==> src/rtl/axi_arb_pkg.sv <==
// Shared definitions for the two-master AXI-lite arbiter.
//   arb_state_e : arbiter FSM state encoding
//   MST_IFU/LSU : master identifiers, as stored in the read-owner register
//   OKAY..DECERR: AXI response codes (responses pass through unmodified)
package axi_arb_pkg;

   typedef enum logic [2:0] {
      IDLE    = 3'd0,
      RD_AR   = 3'd1,
      RD_R    = 3'd2,
      WR_AW_W = 3'd3,
      WR_B    = 3'd4
   } arb_state_e;

   localparam logic MST_IFU = 1'b0;
   localparam logic MST_LSU = 1'b1;

   localparam logic [1:0] OKAY   = 2'b00;
   localparam logic [1:0] EXOKAY = 2'b01;
   localparam logic [1:0] SLVERR = 2'b10;
   localparam logic [1:0] DECERR = 2'b11;

endpackage

==> src/rtl/axi_arb_grant.sv <==
// Read-grant picker for the two masters.
// Build option: ARB_RR_EN
//   defined   : round-robin; the master granted last loses the next tie.
//               clk/rst/grant_i exist only in this build.
//   undefined : fixed priority, LSU over IFU; purely combinational.
// Ports:
//   req0_i  : IFU read request       req1_i : LSU read request
//   grant_i : a read is granted this cycle (advances the RR pointer)
//   pick_o  : selected master (MST_IFU / MST_LSU)
//   any_o   : at least one read request pending
import axi_arb_pkg::*;

module axi_arb_grant (
`ifdef ARB_RR_EN
   input  logic clk,
   input  logic rst,
   input  logic grant_i,
`endif
   input  logic req0_i,
   input  logic req1_i,
   output logic pick_o,
   output logic any_o
);

   assign any_o = req0_i | req1_i;

`ifdef ARB_RR_EN
   logic last_q, last_d;

   // Last granted master; reset to LSU so the IFU wins the first tie.
   always_ff @(posedge clk or posedge rst) begin
      if (rst) last_q <= MST_LSU;
      else     last_q <= last_d;
   end

   always_comb begin
      pick_o = req1_i ? MST_LSU : MST_IFU;
      if (req0_i && req1_i) pick_o = ~last_q;
      last_d = last_q;
      if (grant_i) last_d = pick_o;
   end
`else
   assign pick_o = req1_i ? MST_LSU : MST_IFU;
`endif

endmodule

==> src/rtl/axi_lite_arbiter.sv <==
// Two-master (IFU read-only, LSU read/write), one-slave AXI-lite arbiter.
// One transaction at a time; writes win over reads; responses are routed
// combinationally to the owning master, non-owners see valid/ready low.
// Build option: ARB_RR_EN selects round-robin read arbitration
// (see axi_arb_grant); undefined gives LSU-over-IFU fixed priority.
// Ports:
//   clk, rst          : clock, async active-high reset
//   m0_ar*/m0_r*      : IFU read channels
//   m1_ar*/m1_r*      : LSU read channels
//   m1_aw*/m1_w*/m1_b*: LSU write channels
//   s_*               : slave port towards ram_axi_lite
import axi_arb_pkg::*;

module axi_lite_arbiter #(
   parameter int ADDR_W = 64,
   parameter int DATA_W = 64,
   parameter int STRB_W = DATA_W / 8
) (
   input  logic              clk,
   input  logic              rst,
   input  logic              m0_arvalid,
   input  logic [ADDR_W-1:0] m0_araddr,
   output logic              m0_arready,
   output logic              m0_rvalid,
   output logic [DATA_W-1:0] m0_rdata,
   output logic [1:0]        m0_rresp,
   input  logic              m0_rready,
   input  logic              m1_arvalid,
   input  logic [ADDR_W-1:0] m1_araddr,
   output logic              m1_arready,
   output logic              m1_rvalid,
   output logic [DATA_W-1:0] m1_rdata,
   output logic [1:0]        m1_rresp,
   input  logic              m1_rready,
   input  logic              m1_awvalid,
   input  logic [ADDR_W-1:0] m1_awaddr,
   output logic              m1_awready,
   input  logic              m1_wvalid,
   input  logic [DATA_W-1:0] m1_wdata,
   input  logic [STRB_W-1:0] m1_wstrb,
   output logic              m1_wready,
   output logic              m1_bvalid,
   output logic [1:0]        m1_bresp,
   input  logic              m1_bready,
   output logic              s_arvalid,
   output logic [ADDR_W-1:0] s_araddr,
   input  logic              s_arready,
   input  logic              s_rvalid,
   input  logic [DATA_W-1:0] s_rdata,
   input  logic [1:0]        s_rresp,
   output logic              s_rready,
   output logic              s_awvalid,
   output logic [ADDR_W-1:0] s_awaddr,
   input  logic              s_awready,
   output logic              s_wvalid,
   output logic [DATA_W-1:0] s_wdata,
   output logic [STRB_W-1:0] s_wstrb,
   input  logic              s_wready,
   input  logic              s_bvalid,
   input  logic [1:0]        s_bresp,
   output logic              s_bready
);

   arb_state_e state_q, state_d;
   logic       owner_q, owner_d;
   logic       aw_done_q, aw_done_d;
   logic       w_done_q, w_done_d;
   logic       rd_pick, rd_any, rd_grant;

   axi_arb_grant u_grant (
`ifdef ARB_RR_EN
      .clk     (clk),
      .rst     (rst),
      .grant_i (rd_grant),
`endif
      .req0_i  (m0_arvalid),
      .req1_i  (m1_arvalid),
      .pick_o  (rd_pick),
      .any_o   (rd_any)
   );

   always_ff @(posedge clk or posedge rst) begin
      if (rst) begin
         state_q   <= IDLE;
         owner_q   <= MST_IFU;
         aw_done_q <= 1'b0;
         w_done_q  <= 1'b0;
      end else begin
         state_q   <= state_d;
         owner_q   <= owner_d;
         aw_done_q <= aw_done_d;
         w_done_q  <= w_done_d;
      end
   end

   always_comb begin
      state_d    = state_q;
      owner_d    = owner_q;
      aw_done_d  = aw_done_q;
      w_done_d   = w_done_q;
      rd_grant   = 1'b0;
      m0_arready = 1'b0;
      m0_rvalid  = 1'b0;
      m0_rdata   = '0;
      m0_rresp   = '0;
      m1_arready = 1'b0;
      m1_rvalid  = 1'b0;
      m1_rdata   = '0;
      m1_rresp   = '0;
      m1_awready = 1'b0;
      m1_wready  = 1'b0;
      m1_bvalid  = 1'b0;
      m1_bresp   = '0;
      s_arvalid  = 1'b0;
      s_araddr   = '0;
      s_rready   = 1'b0;
      s_awvalid  = 1'b0;
      s_awaddr   = '0;
      s_wvalid   = 1'b0;
      s_wdata    = '0;
      s_wstrb    = '0;
      s_bready   = 1'b0;

      unique case (state_q)
         IDLE: begin
            // A complete write request beats every read, including m1's own.
            if (m1_awvalid && m1_wvalid) begin
               state_d = WR_AW_W;
            end else if (rd_any) begin
               state_d  = RD_AR;
               owner_d  = rd_pick;
               rd_grant = 1'b1;
            end
         end
         RD_AR: begin
            if (owner_q == MST_LSU) begin
               s_arvalid  = m1_arvalid;
               s_araddr   = m1_araddr;
               m1_arready = s_arready;
            end else begin
               s_arvalid  = m0_arvalid;
               s_araddr   = m0_araddr;
               m0_arready = s_arready;
            end
            if (s_arvalid && s_arready) state_d = RD_R;
         end
         RD_R: begin
            if (owner_q == MST_LSU) begin
               m1_rvalid = s_rvalid;
               m1_rdata  = s_rdata;
               m1_rresp  = s_rresp;
               s_rready  = m1_rready;
            end else begin
               m0_rvalid = s_rvalid;
               m0_rdata  = s_rdata;
               m0_rresp  = s_rresp;
               s_rready  = m0_rready;
            end
            if (s_rvalid && s_rready) state_d = IDLE;
         end
         WR_AW_W: begin
            // Each channel's valid drops once it has handshaken, so AW and W
            // may complete in either order without a duplicate transfer.
            s_awvalid  = m1_awvalid & ~aw_done_q;
            s_awaddr   = m1_awaddr;
            m1_awready = s_awready & ~aw_done_q;
            s_wvalid   = m1_wvalid & ~w_done_q;
            s_wdata    = m1_wdata;
            s_wstrb    = m1_wstrb;
            m1_wready  = s_wready & ~w_done_q;
            aw_done_d  = aw_done_q | (s_awvalid & s_awready);
            w_done_d   = w_done_q | (s_wvalid & s_wready);
            if (aw_done_d && w_done_d) state_d = WR_B;
         end
         WR_B: begin
            m1_bvalid = s_bvalid;
            m1_bresp  = s_bresp;
            s_bready  = m1_bready;
            if (s_bvalid && s_bready) begin
               state_d   = IDLE;
               aw_done_d = 1'b0;
               w_done_d  = 1'b0;
            end
         end
         default: state_d = IDLE;
      endcase
   end

endmodule

==> config.mk <==
export PLATFORM = sky130hd
export DESIGN_NAME = axi_lite_arbiter
export DESIGN_NICKNAME = d
export VERILOG_FILES = /design/src/rtl/axi_arb_pkg.sv /design/src/rtl/axi_arb_grant.sv /design/src/rtl/axi_lite_arbiter.sv
export SDC_FILE = /design/constraint.sdc
export NUM_CORES = 1
export LEC_CHECK = 0
export BUFFER_PORTS_ARGS = -buffer_cell sky130_fd_sc_hd__buf_2
export CAP_MARGIN = 20
export CORE_AREA = 4 4 266 268
export CTS_BUF_LIST = sky130_fd_sc_hd__clkbuf_16
export DETAILED_ROUTE_END_ITERATION = 16
export DIE_AREA = 0 0 270 272
export PLACE_DENSITY = 0.37
export RECOVER_POWER = 100
export REMOVE_ABC_BUFFERS = 1
export SLEW_MARGIN = 10
export SYNTH_ARGS = -nofsm -noshare
export SYNTH_HDL_FRONTEND = slang
export SYNTH_SLANG_ARGS = --single-unit
==> constraint.sdc <==
create_clock -name clk -period 2.5 [get_ports clk]
set_input_delay 0.125 -clock clk [delete_from_list [all_inputs] [get_ports clk]]
set_output_delay 0.125 -clock clk [all_outputs]
set_load 0.05 [all_outputs]
==> run metrics <==
grt ovf=0; post-synthesis sequential area ratio=0.0456; Leak Pwr=4.37 nW; final cell count without fillers=2044; count leader, synth=and2_1; I/O pins=692; Max-Cap Viols=0; gr usage total=0.0729; drt wl/cell=14.3 microns; critical path launch point type=flop; pwr dens=1150 nW/um^2; crit path DAT=2.20 ns; Slew HR=0.508; Buf+Inv Stages, Crit Path=3; initial antenna violation count=9; largest cells by area after synthesis=and2_1, mux2i_1, and3_1; Worst Tran Pin Value=0.741 ns; CP Cell Sequence=nor3b_1, buf_12, and2b_2, buf_4, and2_1, clkbuf_2; crit share post-route=0.928; Clock Path Buffers=2; Yosys top cell area share=0.395; routability cong.=0.853; Syn Inst Count=500; post-synthesis cell type count=35; H-tree depth=1; Final Util=0.114; layout cells sized above 1=0.516; yosys synthesis warning count=0; initial core utilization=0.0481; CP required=2.38 ns; Core Box Area=68300 sq um; Max VDD drop=496 uV; area grow syn2layout=137%; Via Count=6050; Total Nets Final=1507; status=finished clean; asr flop ratio synth=1.00; TritonCTS Buffers=3; CTS tree=built; critical path type=reg2out; Clock Pin Slew Worst Setup and Hold Paths=0.04 ns; clk sinks=6; crit end category=output pin; area leader, netlist=and2_1; Initial DRC Count=195; global-route wire length before repair=40800 microns; HPWL Detailed=26100 microns; die span in x=270 microns; crit path max fanout=18; Remaining DRCs=0; FMAX=431 MHz; Final Routed Wirelength=29100 microns; Die H=272 microns; number of global-route vias before repair=6128; unrepaired setup endpoints after global routing=false; slowest stage cell, crit path=dfrtp_1; Core Rows=96; Synth Register Bits=6; Primary FF master, synth=dfrtp_1; largest net degree at the start of global routing=84; Skew-Pair Late Insertion Delay=0.23 ns; I/O Buffers=691; routed vias/inst=2.96; Cell Count Post-Placement=2037; delay-heaviest family, CP=simple AND/OR/NAND/NOR gates; CTS root buffer=clkbuf_16; Hold Violations, Final=0; Period minus WS final=2.32 ns; final setup skew=0.000413 ns; commonest cells in the netlist=and2_1, and3_1, nor2_1; die area=73400 sq um; number of fill cells in the layout=8075; TNS Setup=0 ns; class of the worst hold path=in2reg; Reg2Reg Setup Slack=0.52 ns; number of synthesized flops with an enable pin=0; Post-CTS Setup Repair Bufs=0; first-pass detailed-route iteration total=4; Slew Viols, Final=0; mean post-synth cell area=6.58 sq um; slowest stage delay, CP=0.46 ns; Syn Std Cell Area=3290 sq um; Final ANT Viol Nets=0; Setup violations, final=0
## cells in the final DEF (no fill, tap or decap), types with 2 or more instances in the layout
cell type / count
a21oi_1: 3
a31oi_1: 4
and2_0: 2
and2_1: 206
and3_1: 67
buf_12: 10
buf_2: 356
buf_4: 5
clkbuf_1: 120
clkbuf_16: 3
clkbuf_2: 213
dfrtp_1: 5
diode_2: 2
inv_1: 2
mux2i_1: 65
nand2_1: 3
nor2_1: 67
nor3_1: 2
nor3b_1: 7
## sequential cells by signal, summed over array words and instances (netlist names)
| signal | flops |
|---|---|
| aw_done_q | 1 |
| w_done_q | 1 |
| owner_q | 1 |
| state_q | 3 |
## metal layers
| metal | up-vias | wire length, microns | global-route usage |
|---|---|---|---|
| li1 | 2947 | - | - |
| met1 | 2607 | 10400 | 0.0792 |
| met2 | 456 | 14700 | 0.136 |
| met3 | 34 | 2990 | 0.0217 |
| met4 | 6 | 1020 | 0.0221 |
| met5 | - | 40 | 0 |
## kinds of logic after synthesis
family                 Yosys count  share of synthesized area
buffers and inverters           52                     0.0734
flip-flops                       6                     0.0456
multiplexers                    67                      0.206
AND/OR/NAND/NOR                361                      0.643
AO/OA/AOI/OAI                   14                     0.0323
## worst paths after layout
| kind | start | endpoint | cells past startpoint |
|---|---|---|---|
| setup / recovery | state_q[1]$_DFFE_PP0P_ | m0_rdata[59] | 6 |
| hold / removal | s_bvalid | aw_done_q$_DFFE_PP0P_ | 2 |
| setup reg to reg | owner_q$_DFFE_PP0P_ | state_q[1]$_DFFE_PP0P_ | 5 |
| hold reg to reg | aw_done_q$_DFFE_PP0P_ | aw_done_q$_DFFE_PP0P_ | 2 |
| max in group asynchronous | rst | owner_q$_DFFE_PP0P_ | 3 |
| min in group asynchronous | rst | w_done_q$_DFFE_PP0P_ | 3 |
## power by group
group	switching, mW	total (mW)	internal (mW)
registers	0.126	0.269	0.143
clock network	0.0602	0.268	0.208
logic	6.44	8.44	2.00
## cell type report
class / count / area, sq um / area share
antenna: 2 / 5.00 / 0.000643
clock buffer: 3 / 75.1 / 0.00964
clock inverter: 1 / 3.75 / 0.000482
inverter: 1 / 3.75 / 0.000482
multi-input combinational: 442 / 2880 / 0.370
sequential: 6 / 151 / 0.0194
tap: 882 / 1100 / 0.142
timing repair buffer: 707 / 3560 / 0.458
## worst register-to-register path, delay by kind of cell (launching register included)
family | cells | cell delay [ns]
flops | 1 | 0.68
mux | 2 | 0.60
compound gates | 1 | 0.36
simple gates | 2 | 0.22
## through the flow
stage / hold slack, ns / total power, mW / area [sq um] / setup slack [ns]
after floorplan: -0.0840 / 6.48 / 3050 / -1.71
after global placement: 0.0934 / 9.08 / 7890 / 0.468
after detailed placement: 0.0808 / 8.98 / 7890 / 0.457
after CTS: 0.172 / 9.27 / 7980 / 0.205
after global routing: 0.193 / 9.51 / 7790 / 0.0593
final: 0.170 / 8.97 / 7790 / 0.180
## what timing repair did
item | 4_1_cts | 5_1_grt
gates resized for setup | 0 | 0
hold buffers | 1 | 0
endpoints found under the hold margin | 6 | 0
(Power assumes the default switching activity.)
